==> src/rtl/mips_pkg.sv <==
// Shared definitions for the data-memory arbiter: owner encoding, port
// indices and the burst counter width.
package mips_pkg;

    localparam int unsigned BURST_CNT_W = 4;

    localparam logic PORT0 = 1'b0;
    localparam logic PORT1 = 1'b1;

    typedef enum logic [1:0] {
        OWN_NONE = 2'd0,
        OWN_P0   = 2'd1,
        OWN_P1   = 2'd2
    } owner_e;

    // Owner state that corresponds to a granted port index
    function automatic owner_e owner_of(input logic port);
        return (port == PORT1) ? OWN_P1 : OWN_P0;
    endfunction

endpackage

==> src/rtl/rr_pick2.sv <==
// Two-request round-robin picker: on contention the port that did not win
// last time is chosen; a lone requester always wins.
module rr_pick2
    import mips_pkg::*;
(
    input  logic req0,
    input  logic req1,
    input  logic last_gnt,
    output logic gnt0_c,
    output logic gnt1_c
);

    always_comb begin
        gnt0_c = 1'b0;
        gnt1_c = 1'b0;
        if (req0 && req1) begin
            gnt0_c = (last_gnt == PORT1);
            gnt1_c = (last_gnt == PORT0);
        end else begin
            gnt0_c = req0;
            gnt1_c = req1;
        end
    end

endmodule

==> src/rtl/data_mem_arbiter.sv <==
// Arbitrates a single-port data memory between the CPU (port 0) and a
// debug/DMA master (port 1), with bounded locked bursts and registered reads.
module data_mem_arbiter
    import mips_pkg::*;
#(
    parameter int unsigned DATA_WIDTH = 32,
    parameter int unsigned MAX_BURST  = 4
) (
    input  logic                  clk,
    input  logic                  reset,
    input  logic                  req0,
    input  logic                  req1,
    input  logic                  we0,
    input  logic                  we1,
    input  logic                  lock0,
    input  logic                  lock1,
    input  logic [DATA_WIDTH-1:0] addr0,
    input  logic [DATA_WIDTH-1:0] addr1,
    input  logic [DATA_WIDTH-1:0] wd0,
    input  logic [DATA_WIDTH-1:0] wd1,
    output logic                  gnt0,
    output logic                  gnt1,
    output logic                  stall0,
    output logic                  rvalid0,
    output logic                  rvalid1,
    output logic [DATA_WIDTH-1:0] rdata0,
    output logic [DATA_WIDTH-1:0] rdata1,
    output logic                  mem_we,
    output logic [DATA_WIDTH-1:0] mem_addr,
    output logic [DATA_WIDTH-1:0] mem_wd,
    input  logic [DATA_WIDTH-1:0] mem_rd
);

    localparam logic [BURST_CNT_W-1:0] CNT_LIM = BURST_CNT_W'(MAX_BURST - 1);

    owner_e                 owner, owner_nxt;
    logic                   last_gnt, last_gnt_nxt;
    logic [BURST_CNT_W-1:0] burst_cnt, burst_cnt_nxt;

    logic hold0, hold1, held;
    logic rr0, rr1;

    assign hold0 = (owner == OWN_P0) && req0 && lock0 && (burst_cnt < CNT_LIM);
    assign hold1 = (owner == OWN_P1) && req1 && lock1 && (burst_cnt < CNT_LIM);

    rr_pick2 u_rr (
        .req0     (req0),
        .req1     (req1),
        .last_gnt (last_gnt),
        .gnt0_c   (rr0),
        .gnt1_c   (rr1)
    );

    // State register
    always_ff @(posedge clk) begin
        if (!reset) begin
            owner     <= OWN_NONE;
            last_gnt  <= PORT1;
            burst_cnt <= '0;
        end else begin
            owner     <= owner_nxt;
            last_gnt  <= last_gnt_nxt;
            burst_cnt <= burst_cnt_nxt;
        end
    end

    // Grant selection and next-state; grants are forced low while in reset
    always_comb begin
        gnt0          = 1'b0;
        gnt1          = 1'b0;
        held          = 1'b0;
        owner_nxt     = OWN_NONE;
        last_gnt_nxt  = last_gnt;
        burst_cnt_nxt = '0;

        if (reset) begin
            if (hold0) begin
                gnt0 = 1'b1;
                held = 1'b1;
            end else if (hold1) begin
                gnt1 = 1'b1;
                held = 1'b1;
            end else begin
                gnt0 = rr0;
                gnt1 = rr1;
            end
        end

        if (gnt0 || gnt1) begin
            last_gnt_nxt = gnt1 ? PORT1 : PORT0;
            if ((gnt0 && lock0) || (gnt1 && lock1)) begin
                owner_nxt     = owner_of(gnt1 ? PORT1 : PORT0);
                burst_cnt_nxt = held ? BURST_CNT_W'(burst_cnt + 1'b1) : '0;
            end
        end
    end

    assign stall0   = req0 & ~gnt0;
    assign mem_we   = (gnt0 & we0) | (gnt1 & we1);
    assign mem_addr = gnt0 ? addr0 : (gnt1 ? addr1 : '0);
    assign mem_wd   = gnt0 ? wd0   : (gnt1 ? wd1   : '0);

    // Read response: one-cycle pulse per read beat, data held between reads
    always_ff @(posedge clk) begin
        if (!reset) begin
            rvalid0 <= 1'b0;
            rvalid1 <= 1'b0;
            rdata0  <= '0;
            rdata1  <= '0;
        end else begin
            rvalid0 <= gnt0 & ~we0;
            rvalid1 <= gnt1 & ~we1;
            if (gnt0 && !we0) rdata0 <= mem_rd;
            if (gnt1 && !we1) rdata1 <= mem_rd;
        end
    end

endmodule
==> config.mk <==
export PLATFORM = sky130hd
export DESIGN_NAME = data_mem_arbiter
export DESIGN_NICKNAME = d
export VERILOG_FILES = /design/src/rtl/mips_pkg.sv /design/src/rtl/rr_pick2.sv /design/src/rtl/data_mem_arbiter.sv
export SDC_FILE = /design/constraint.sdc
export NUM_CORES = 1
export LEC_CHECK = 0
export ABC_AREA = 1
export CAP_MARGIN = 5
export CORE_AREA = 2 2 118 120
export DETAILED_ROUTE_END_ITERATION = 6
export DIE_AREA = 0 0 120 122
export GPL_TIMING_DRIVEN = 1
export PLACE_DENSITY = 0.73
export SYNTH_ARGS = -nofsm -noshare
export SYNTH_HDL_FRONTEND = slang
export SYNTH_SLANG_ARGS = --single-unit
==> constraint.sdc <==
create_clock -name clk -period 2.9 [get_ports clk]
set_input_delay 0.87 -clock clk [delete_from_list [all_inputs] [get_ports clk]]
set_output_delay 0.87 -clock clk [all_outputs]
set_load 0.02 [all_outputs]
# Word level (Yosys, flattened, before mapping)
# Cells that the tools add are included.
[op_classes]
n_eq_ne = 2
n_addsub = 1
magnitude_cmp = 1
n_shift = 0
div = 0
multipliers = 0
bitwise = 10
n_reduce_logical = 17
n_mux = 17
[op_table]
columns = ["cell", "n"]
rows = [
  ["$mux W32", 4],
  ["$mux W1", 12],
  ["$logic_and A1 B1 Y1", 11],
  ["$and A1 B1 Y1", 5],
  ["$add A4 B1 Y4 const B", 1],
  ["$lt A4 B2 Y1 const B", 1],
  ["$not A1 Y1", 4],
  ["$reduce_and A4 Y1", 1],
  ["$reduce_and A3 Y1", 1],
  ["$eq A2 B1 Y1 const B", 1],
  ["$eq A2 B2 Y1 const B", 1],
  ["$logic_not A1 Y1", 2],
  ["$logic_or A1 B1 Y1", 2],
  ["$mux W2", 1],
  ["$or A1 B1 Y1", 1],
]
[totals]
elab_cells = 55
regBits = 73
latch_bits = 0
input_bits = 168
ram_bits = 0
mem_count = 0
mem_bits_ro = 0

# Logic depth before layout (Yosys ltp)
[depth]
depth_word = 10
ltp_mapped = 13
ltp_nobuf = 11

# Modules after synthesis
# Synthesis repeated with hierarchy kept, for this count alone.
[hier_totals]
hier_cells = 753
hier_area_um2 = 4314.1
[modules_own_cells]
columns = ["mod", "seq_area_each_um2", "instances", "cells_per_inst", "area_each_um2"]
rows = [
  ["data_mem_arbiter", 1461.4, 1, 748, 4292.9],
  ["rr_pick2", 0.0, 1, 5, 21.3],
]

# Least setup slack after synthesis
# Ideal clock, no wire load.
[synth_timing]
path_type = "input -> output"
from = "in lock1"
to = "out stall0"
slack_ps = 163
path_buffers = 1
t_arrival_ps = 1867
stages = 9
cell_sequence = "nand2_1 nor2_1 nand2_1 nand2_1 nand2_4 nand2_2 inv_2 buf_2 nor2_1"
[synth_via]
elab_chain_cells = 7
[synth_rtl]
columns = ["item", "line", "text"]
rows = [
  ["from (decl)", "data_mem_arbiter.sv:16", "input logic lock1,"],
  ["$logic_and A1 B1 Y1 (2 in a row)", "data_mem_arbiter.sv:44", "assign hold1 = (owner == OWN_P1) && req1 && lock1 && (burst_cnt < CNT_LIM);"],
  ["$mux W1", "data_mem_arbiter.sv:80", "end else if (hold1) begin"],
  ["$mux W1", "data_mem_arbiter.sv:77", "if (hold0) begin"],
  ["$mux W1", "data_mem_arbiter.sv:76", "if (reset) begin"],
  ["via gnt0", "data_mem_arbiter.sv:21", "output logic gnt0,"],
  ["$not A1 Y1", "data_mem_arbiter.sv:98", "assign stall0 = req0 & ~gnt0;"],
  ["$and A1 B1 Y1", "data_mem_arbiter.sv:98", ""],
  ["to (decl)", "data_mem_arbiter.sv:23", "output logic stall0,"],
]
# The timed path passes the listed nets, and every way through them passes these cells.

# Final worst setup path
[layout_timing]
from = "in req1"
to = "out mem_addr[8]"
[layout_via]
elab_chain_cells = 8
[layout_rtl]
columns = ["item", "line", "text"]
rows = [
  ["from (decl)", "data_mem_arbiter.sv:12", "input logic req1,"],
  ["$logic_and A1 B1 Y1 (3 in a row)", "data_mem_arbiter.sv:44", ""],
  ["$mux W1", "data_mem_arbiter.sv:80", ""],
  ["$mux W1", "data_mem_arbiter.sv:77", ""],
  ["$mux W1", "data_mem_arbiter.sv:76", ""],
  ["$mux W32", "data_mem_arbiter.sv:100", "assign mem_addr = gnt0 ? addr0 : (gnt1 ? addr1 : '0);"],
  ["$mux W32 *", "data_mem_arbiter.sv:100", ""],
  ["to (decl)", "data_mem_arbiter.sv:29", "output logic [DATA_WIDTH-1:0] mem_addr,"],
]
# Mark *: on every way between the ends. The rest lies on a longest branch, timed or not.

==> results.md <==
- Final #Nets: 1174
- WP data required: around 2 ns
- Cell Area, Synth: around 0.0040 mm^2
- Fin crit share: 104%
- CTS tree: done
- R2R Path End: rdata1[24]
- Reg2reg path depth: 20
- Post-synthesis register bit count: 73
- CTS buffer count: 9
- Reg2reg start: burst_cnt[0]
- Setup ws final: -0.127 ns
- Most frequent cell after synthesis: nand2_1
- Clock Latency Late Sink: 0.33 ns
- Row count: 43
- Clk slew on worst S/H paths: ~0.050 ns
- Iter 0 DRT Violations: between 150 and 200
- Crit. Startpoint: req1
- Layout cells sized above 1: roughly a fifth
- Antenna Cells: 0
- Clock Path Buffers: 2
- Antenna violations before repair: 0
- Layout Utilization: between 60% and 70%
- Skew final: between 0.005 and 0.006 ns
- Wirelength per Cell: 15.3 um
- Vias in the first global route: between 5000 and 6000
- CP Capture Point: mem_addr[8]
- Clock Sink Count: 73
- DIE HEIGHT: between 100 and 150 um
- Status: finished with violations
- Fillers: between 1000 and 1500
- CTS root buf: clkbuf_16
- CP Launch Type: input port
- Ys async rst share: 0%
- Core Area: about 0.014 mm^2
- Max FO, Critical Path: 5
- Post-Route WL: between 15 and 20 mm
- Hold WC Path Type: reg -> reg
- Max Fclk: 0.330 GHz
- Register area: approximately 0.0015 mm^2
- Final setup fails: 66
- Pwr Total: roughly 3100 uW
- Leakage: 0.00437 uW
- Post-synth EDFFs: 0
- Power per cell area: 375 mW/mm^2
- GPL Wtd Cong: ~0.9
- Syn_area_per_cell: between 5 and 6 um^2
- Die Area: 0.0146 mm^2
- Fin. max-slew vios: 0
- Slew Limit Headroom: 44.4%
- Pin count of the biggest net entering global routing: slightly below 90
- WS Path Type: in -> out
- Netlist cell types: 22
- Reg-to-reg slack, setup: about 0.16 ns
- Vias per std cell: roughly 4.5
- Crit path time final: between 3 and 4 ns
- WHS Path Cells: 1
- First-pass GRT wire length: between 20 and 30 mm
- Synth Flop Type: dfxtp_1
- Failing checks: negative setup slack
- Port Buffers: about 300
- Vias: approximately 5400
- Synth warn: 0
- Routed Antenna Nets: 0
- Chip Width: between 100 and 150 um
- Post-synth top area share: 36.9%
- Leading area contributor after synthesis: nand2_1
- Starting Density: between 20% and 30%
- Grt ovf: 0
- Critical Path End Type: primary output
- Fin. Hold Viols: 0
- Detailed Routing Iterations Pass 1: 6
- Worst endpoint data arrival time: about 2.2 ns
- Top cells by count, synth: nand2_1 (397), inv_1 (76), dfxtp_1 (73)
- Mapped Cells: between 600 and 700
- Dpl hpwl: 11.8 mm
- IR drop worst, VDD: about 0.31 mV
- Tot GR Track Use: between 20% and 30%
- DRC: 0
- Multi-input gate area: about 0.0022 mm^2
- RSZ-0062 raised after global routing: yes
- # Max-Cap Violations: 0
- Area Overhead vs Synth: 106%
- Ranking of synthesized cells by area: nand2_1 (37%), dfxtp_1 (36%), nand4_1 (10%), inv_1 (7.1%), buf_6 (2.5%)
- Boundary Pins: ~300
- Worst-Margin Slew: 0.834 ns
- Post-synthesis sequential area ratio: 36.2%
- Pre-CTS setup slack: -0.984 ns
- H-Tree Depth: 3
[where the power goes]
group	internal (uW)	total [uW]	switching, uW
clock	599	1010	413
combinational	547	1030	485
sequential	1050	1080	24.5
[worst max-delay path, cell delays in order]
cell and delay [ns]:
buf_8 0.08, nand2_2 0.04, nor2_2 0.13, nand2_2 0.11, nand2_2 0.13, nand2_4 0.07
nor2_4 0.13, buf_8 0.16, buf_12 0.12, buf_6 0.10, nand2_2 0.04, nand2_2 0.06
buf_6 0.11
[how the worst min path moves through the flow]
stage | from | end | slack, ns
finish | burst_cnt[0] | burst_cnt[0] | 0.40
global placement | burst_cnt[0] | burst_cnt[0] | 0.41
floorplan | burst_cnt[0] | burst_cnt[0] | 0.40
global route | burst_cnt[0] | burst_cnt[0] | 0.41
CTS | burst_cnt[0] | burst_cnt[0] | 0.42
detailed placement | burst_cnt[0] | burst_cnt[0] | 0.42
[layout make-up]
class	count	share of cell area, %
clock buffer	11	2.91
clock inverter	5	0.375
inverter	79	3.62
multi-input combinational	484	26.9
sequential	73	17.6
tap	180	2.70
timing repair buffer	358	45.9
[cell families (layout without fill, tap and decap cells)]
logic type                 count (synthesis)  after routing  share of synthesized area [%]
and+or+nand+nor                          476            476                           48.7
DFF                                       73             73                           36.2
adders and majority gates                  1              1                          0.310
buffers and inverters                    126            453                           14.1
AOI/OAI and AO/OA                          5              5                          0.681
other                                      1              2                         0.0928
[per-layer routing]
layer | vias to the layer above | routed length [um] | share of wire [%] | global-route usage (%)
met5 | - | 0 | 0 | 0
met4 | 0 | 416 | 2.3 | 7.13
met3 | 28 | 1650 | 9.0 | 8.10
met2 | 204 | 9180 | 50 | 40.5
met1 | 2419 | 7020 | 38 | 25.0
li1 | 2720 | - | - | -
[through the flow]
step | TNS [ns] | instance area, um^2 | hold WS, ns | std cells
2_1_floorplan | 0 | 4050 | 0.397 | 683
3_3_place_gp | -60.89 | 7260 | 0.411 | 1140
3_5_place_dp | -61.10 | 7260 | 0.415 | 1140
4_1_cts | -1.72 | 7740 | 0.423 | 1186
5_1_grt | -8.85 | 8330 | 0.412 | 1190
6_report | -4.93 | 8330 | 0.401 | 1190
[layout by cell type, fill, tap and decap left out, types with 2 or more instances in the layout]
cell type        Yosys  layout
nor2_1               9       6
inv_4                0       2
nor2_4               0       2
buf_8                0       3
clkinv_2             0       3
inv_2                2       2
buf_4                1      35
clkdlybuf4s50_1      0     228
nor2_2               1       2
nand2_4              1      13
conb_1               1       2
nand2_1            397     345
nand2_2              1      41
buf_12               0      10
dfxtp_1             73      72
clkbuf_16            0      14
buf_16               0       3
nand4_1             65      65
inv_1               76      74
buf_6                9      72
[what timing repair did]
item,CTS,global route
cloned,5,6
resized for setup,337,168
pin swaps,15,23
setup buffers,26,3
setup endpoints to repair,68,102
hold buffers,0,0
[state kept, by name (all words and copies together) (netlist names)]
signal / count
rvalid0: 1
rdata1: 32
owner: 2
rvalid1: 1
burst_cnt: 4
rdata0: 32
last_gnt: 1
Note: power is estimated with default switching activity, not from simulation.
==> variant 1 (same settings) <==
Set the parameter `DATA_WIDTH` to 24 (it was 32).
--- a/src/rtl/data_mem_arbiter.sv
+++ b/src/rtl/data_mem_arbiter.sv
@@ -3,7 +3,7 @@
 module data_mem_arbiter
     import mips_pkg::*;
 #(
-    parameter int unsigned DATA_WIDTH = 32,
+    parameter int unsigned DATA_WIDTH = 24,
     parameter int unsigned MAX_BURST  = 4
 ) (
     input  logic                  clk,
Interface: changed (9 resized); port bits go from 302 to 230. The function was not compared with the original's and may differ.
==> variant 1 against the original RTL <==
The flow still finishes with violations (negative setup slack). Sequential cell count shrank 16. Maximum frequency is 1.5% higher. Clock skew fell by 0.00050 ns. Via count is 19% lower. Area after synthesis down 18%. Cell area shrank 17%. Clock power rose by 15%. Combinational power down 19%. Power fell by 8.9%. Routed wire length down 20%. Worst setup slack better by 0.045 ns. Non-clock buffer count fell by 76. Largest power group is now clock.
==> variant 1: results (changes against the original RTL) <==
clk_lat worst skew 0.33 ns (about the same); setup TNS -1.45 ns (+3.47 ns); ys flop type dfxtp_1; dpl cells 968 (-15%); dpl ws -0.897 ns (+0.0874 ns); Final nets 962 (-18%); Seq power 0.000843 W (-22%); CP max stage cell a21oi_4; Synth top cells by count nand2_1, inv_1, dfxtp_1, nor2_1; final cell count without fillers 1019 (-14%); met3 Use GR 6.18% (-1.9 points); routability cong. 0.801 (-12%); crit path DAT 2.11 ns (-0.05 ns); CP delay by family, top buffers and inverters; Synth area leaders dfxtp_1, nand2_1, inv_1, nand4_1, nor2_1; # setup viols final 30 (-55%); maximum vdd drop 0.000307 V (about the same); detailed placement HPWL 9170 um (-22%); comb pwr 0.000839 W (-19%); Via density 4.27 (-5.3%); 1st-pass router iterations 4 (-2); GR Util All Layers 18.4% (-4.2 points); P per Cell Area 410 nW/um^2 (+9.4%); internal power 0.00206 W (-6.3%); Largest regs rdata0: 24 flops, rdata1: 24 flops, burst_cnt: 4 flops; first-pass GRT wire length 21000 um (-20%); outcome finished, violations left; Fin Clk Skew 0.00522 ns (-0.000503 ns); clock-pin slew of the registers on the worst-case setup and hold paths 0.05 ns (about the same); largest net degree at the start of global routing 52 (-41%); GR Layer Usage met2 34.5% (-6.0 points); Yosys warnings 0 (unchanged); Worst Setup Slack, final -0.0823 ns (+0.0448 ns); Post-Syn Area per Cell 5.78 sq um (-2.4%); number of port buffers 229 (-24%); cts hold-fix bufs 0 (unchanged); post-synthesis sequential area ratio 34.6% (-1.5 points); layout cells sized above 1 23.2% (+2.3 points); drt first-iter violations 161 (-13%); Placed Area 5800 sq um (-20%); Post-Route WL 14500 um (-20%); failing checks negative setup slack; met1 usage 17.7% (-7.3 points); vias in the first global route 4115 (-18%); Leak Pwr 3.60 nW (-18%); Slew HR 63.7% (+19 points); initial antenna violation count 1 (+1)
variant 1: area by class of cell:
cell class | count | area [sq um]
clock buffers | 11 | 253
flip-flops and latches | 57 | 1140
repair buffers | 282 | 3010
inverters | 112 | 433
well taps | 180 | 225
diodes | 1 | 2.50
clock inverters | 5 | 77.6
fillers | 1250 | 6560
multi-input cells | 371 | 1800
variant 1: routing by layer:
layer	up-vias	share of wire [%]
met1	1934	36
met5	-	0
met4	0	4.6
met2	191	50
li1	2187	-
met3	42	9.2
variant 1: worst register-to-register path, cell delays in order (launching register included):
cell and delay [ns]:
dfxtp_2 0.32, ha_2 0.19, nor2_1 0.16, nand2_2 0.11, buf_6 0.14, buf_4 0.12
buf_4 0.12, buf_4 0.12, buf_4 0.13, buf_4 0.13, buf_4 0.12, buf_4 0.12
buf_4 0.12, buf_4 0.12, buf_6 0.10, buf_6 0.10, buf_6 0.10, buf_6 0.10
nand2_2 0.05, nand2_2 0.05, nor2_1 0.11
variant 1: kinds of logic after synthesis:
group / count (synthesis) / share of synthesized area (%)
buf+inv: 143 / 18.8
simple gates: 363 / 45.1
flops: 57 / 34.6
other cells: 1 / 0.114
fa+ha+maj: 1 / 0.380
compound gates: 5 / 0.987
variant 1: worst paths after layout:
check,from,end,slack (ns),cells after the start
setup / recovery,lock0,mem_wd[2],-0.08,14
hold / removal,burst_cnt[0],burst_cnt[0],0.41,1
setup reg to reg,burst_cnt[0],burst_cnt[1],0.20,20
hold reg to reg,burst_cnt[0],burst_cnt[0],0.41,1
variant 1: timing repair:
action / in CTS / in global routing
gates cloned: 6 / 4
gates resized for setup: 343 / 79
buffers inserted: 27 / 3
endpoints found under the setup margin: 52 / 52
pin swaps: 19 / 26
==> variant 2 (same settings) <==
Without the edit above. Reset style: asynchronous (`reset`), changed in 2 clocked blocks.
--- a/src/rtl/data_mem_arbiter.sv
+++ b/src/rtl/data_mem_arbiter.sv
@@ -52,7 +52,7 @@
     );
 
     // State register
-    always_ff @(posedge clk) begin
+    always_ff @(posedge clk or negedge reset) begin
         if (!reset) begin
             owner     <= OWN_NONE;
             last_gnt  <= PORT1;
@@ -101,7 +101,7 @@
     assign mem_wd   = gnt0 ? wd0   : (gnt1 ? wd1   : '0);
 
     // Read response: one-cycle pulse per read beat, data held between reads
-    always_ff @(posedge clk) begin
+    always_ff @(posedge clk or negedge reset) begin
         if (!reset) begin
             rvalid0 <= 1'b0;
             rvalid1 <= 1'b0;
Check against the original RTL: differs if reset is asserted again (counterexample within 4 cycles, from zero or initial values and one cycle with reset low); with reset held inactive, the same outputs for 4 cycles.
==> variant 2 against the original RTL <==
The run still ends with negative setup slack left. Area after synthesis decreased by 4.1%. Count of clock-buffer cells in the layout is 1 higher. Sequential cell count did not move. Critical endpoint is now mem_addr[22]. Maximum frequency shrank 3.8%. Clock power rose by 5%. Largest power group is now combinational logic. Critical path type unchanged. Highest routed layer unchanged. Power grew 41%. Cell area increased by 8.5%. Routed wire length up 12%. Worst setup slack got worse by 0.12 ns.
==> variant 2: results (changes against the original RTL) <==
maximum vdd drop 0.000433 V (+41%); dpl cells 1014 (-11%); Slew HR 56.8% (+12 points); layout cells sized above 1 35.5% (+15 points); # setup viols final 65 (-1.5%); routability cong. 0.869 (-4.1%); Synth area leaders dfrtp_1, nand2_1, nand4_1, buf_2, buf_6; H-tree Lvls 3 (unchanged); Synth cell types 23 (+4.5%); Worst Setup Slack, final -0.248 ns (-0.120 ns); GR Util All Layers 25.7% (+3.1 points); post-CTS setup buffer count 43 (+65%); Leak Pwr 4.47 nW (+2.3%); Cells after Synth 543 (-20%); Register-to-Register Path Depth 15 (-25%); top sig layer met4; largest net degree at the start of global routing 58 (-34%); Placed Area 7170 sq um (-1.2%); GR Layer Usage met2 41.6% (+1.1 points); met3 Use GR 8.85% (+0.75 points); Final nets 1073 (-8.6%); setup TNS -9.70 ns (-4.77 ns); P per Cell Area 489 nW/um^2 (+30%); peak fanout along the critical path 7 (+2); 1st-pass router iterations 4 (-2); # rows 43 (unchanged); post-CTS sizing 550 (+63%); initial antenna violation count 1 (+1); Switch Pwr 0.00152 W (+65%); failing checks negative setup slack; Metal-1 WL 7830 um (+12%); design area 9040 sq um (+8.5%); detailed placement HPWL 11800 um (+0.24%); met2 WL post-DR 9870 um (+7.5%); dpl ws -0.950 ns (+0.0341 ns); ys flop type dfrtp_1; met1 usage 31.0% (+6.0 points); Synth top cells by count nand2_1, dfrtp_1, nand4_1, buf_2; vias 5273 (-1.8%); Comb power frac 45.5% (+12 points); Fin Clk Skew 0.00460 ns (-0.00112 ns); TritonCTS Buffers 9 (unchanged); final cell count without fillers 1090 (-8.4%); post-synthesis sequential area ratio 47.2% (+11 points); first-pass GRT wire length 29100 um (+11%); hold path cells 2 (+1); clock-pin slew of the registers on the worst-case setup and hold paths 0.06 ns; # fillers 1013 (-13%); vias in the first global route 5249 (+5.0%); outcome finished, violations left; asr flop ratio synth 100% (+100 points); crit path DAT 2.28 ns (+0.12 ns); drt first-iter violations 236 (+28%); wire length on met3 1860 um (+13%); Post-Route WL 20400 um (+12%); share of total power in sequential cells 30.5% (-4.0 points)
-- variant 2: cell count changes after synthesis, sizes merged --
| cell | before | now |
|---|---|---|
| o211ai | 1 | 0 |
| nand2 | 399 | 334 |
| dfrtp | 0 | 72 |
| o21ai | 2 | 3 |
| clkbuf | 13 | 12 |
| nor3 | 0 | 1 |
| dfxtp | 73 | 0 |
| nor3b | 1 | 0 |
| inv | 78 | 13 |
| a21oi | 2 | 3 |
| dfstp | 0 | 1 |
| nor2 | 10 | 8 |
| buf | 34 | 27 |
-- variant 2: kinds of logic (layout without fill, tap and decap cells) --
family                     Yosys count  in the layout  synth area share (%)
and+or+nand+nor                    409            409                  44.5
DFF                                 73             73                  47.2
buffers and inverters               53            418                  6.91
AOI/OAI and AO/OA                    6              6                 0.969
adders and majority gates            1              1                 0.323
other                                1              3                0.0968
-- variant 2: final cells by class --
cell class / count / share of cell area, %
multi-input cells: 418 / 26.9
clock inverters: 4 / 0.291
diodes: 1 / 0.0277
well taps: 180 / 2.49
clock buffers: 12 / 2.95
inverters: 14 / 0.581
flip-flops and latches: 73 / 20.2
repair buffers: 388 / 46.5
-- variant 2: critical path, cell delays in order --
cell     delay (ns)
buf_6          0.08
nand2_2        0.06
nor2_4         0.14
nand2_4        0.08
buf_6          0.13
nand2_4        0.07
a21oi_4        0.06
buf_12         0.15
buf_4          0.13
buf_8          0.12
buf_6          0.11
nand2_2        0.05
nand2_2        0.07
buf_6          0.13
-- variant 2: path summary, 6_finish.rpt --
path / from / slack, ns / endpoint
min reg2reg: rdata0[27] / 0.47 / rdata0[27]
max: lock1 / -0.25 / mem_addr[22]
min in group asynchronous: reset / 0.75 / rdata0[3]
max in group asynchronous: reset / 1.08 / rdata1[25]
min: rdata0[27] / 0.47 / rdata0[27]
max reg2reg: burst_cnt[0] / 0.61 / rdata1[18]
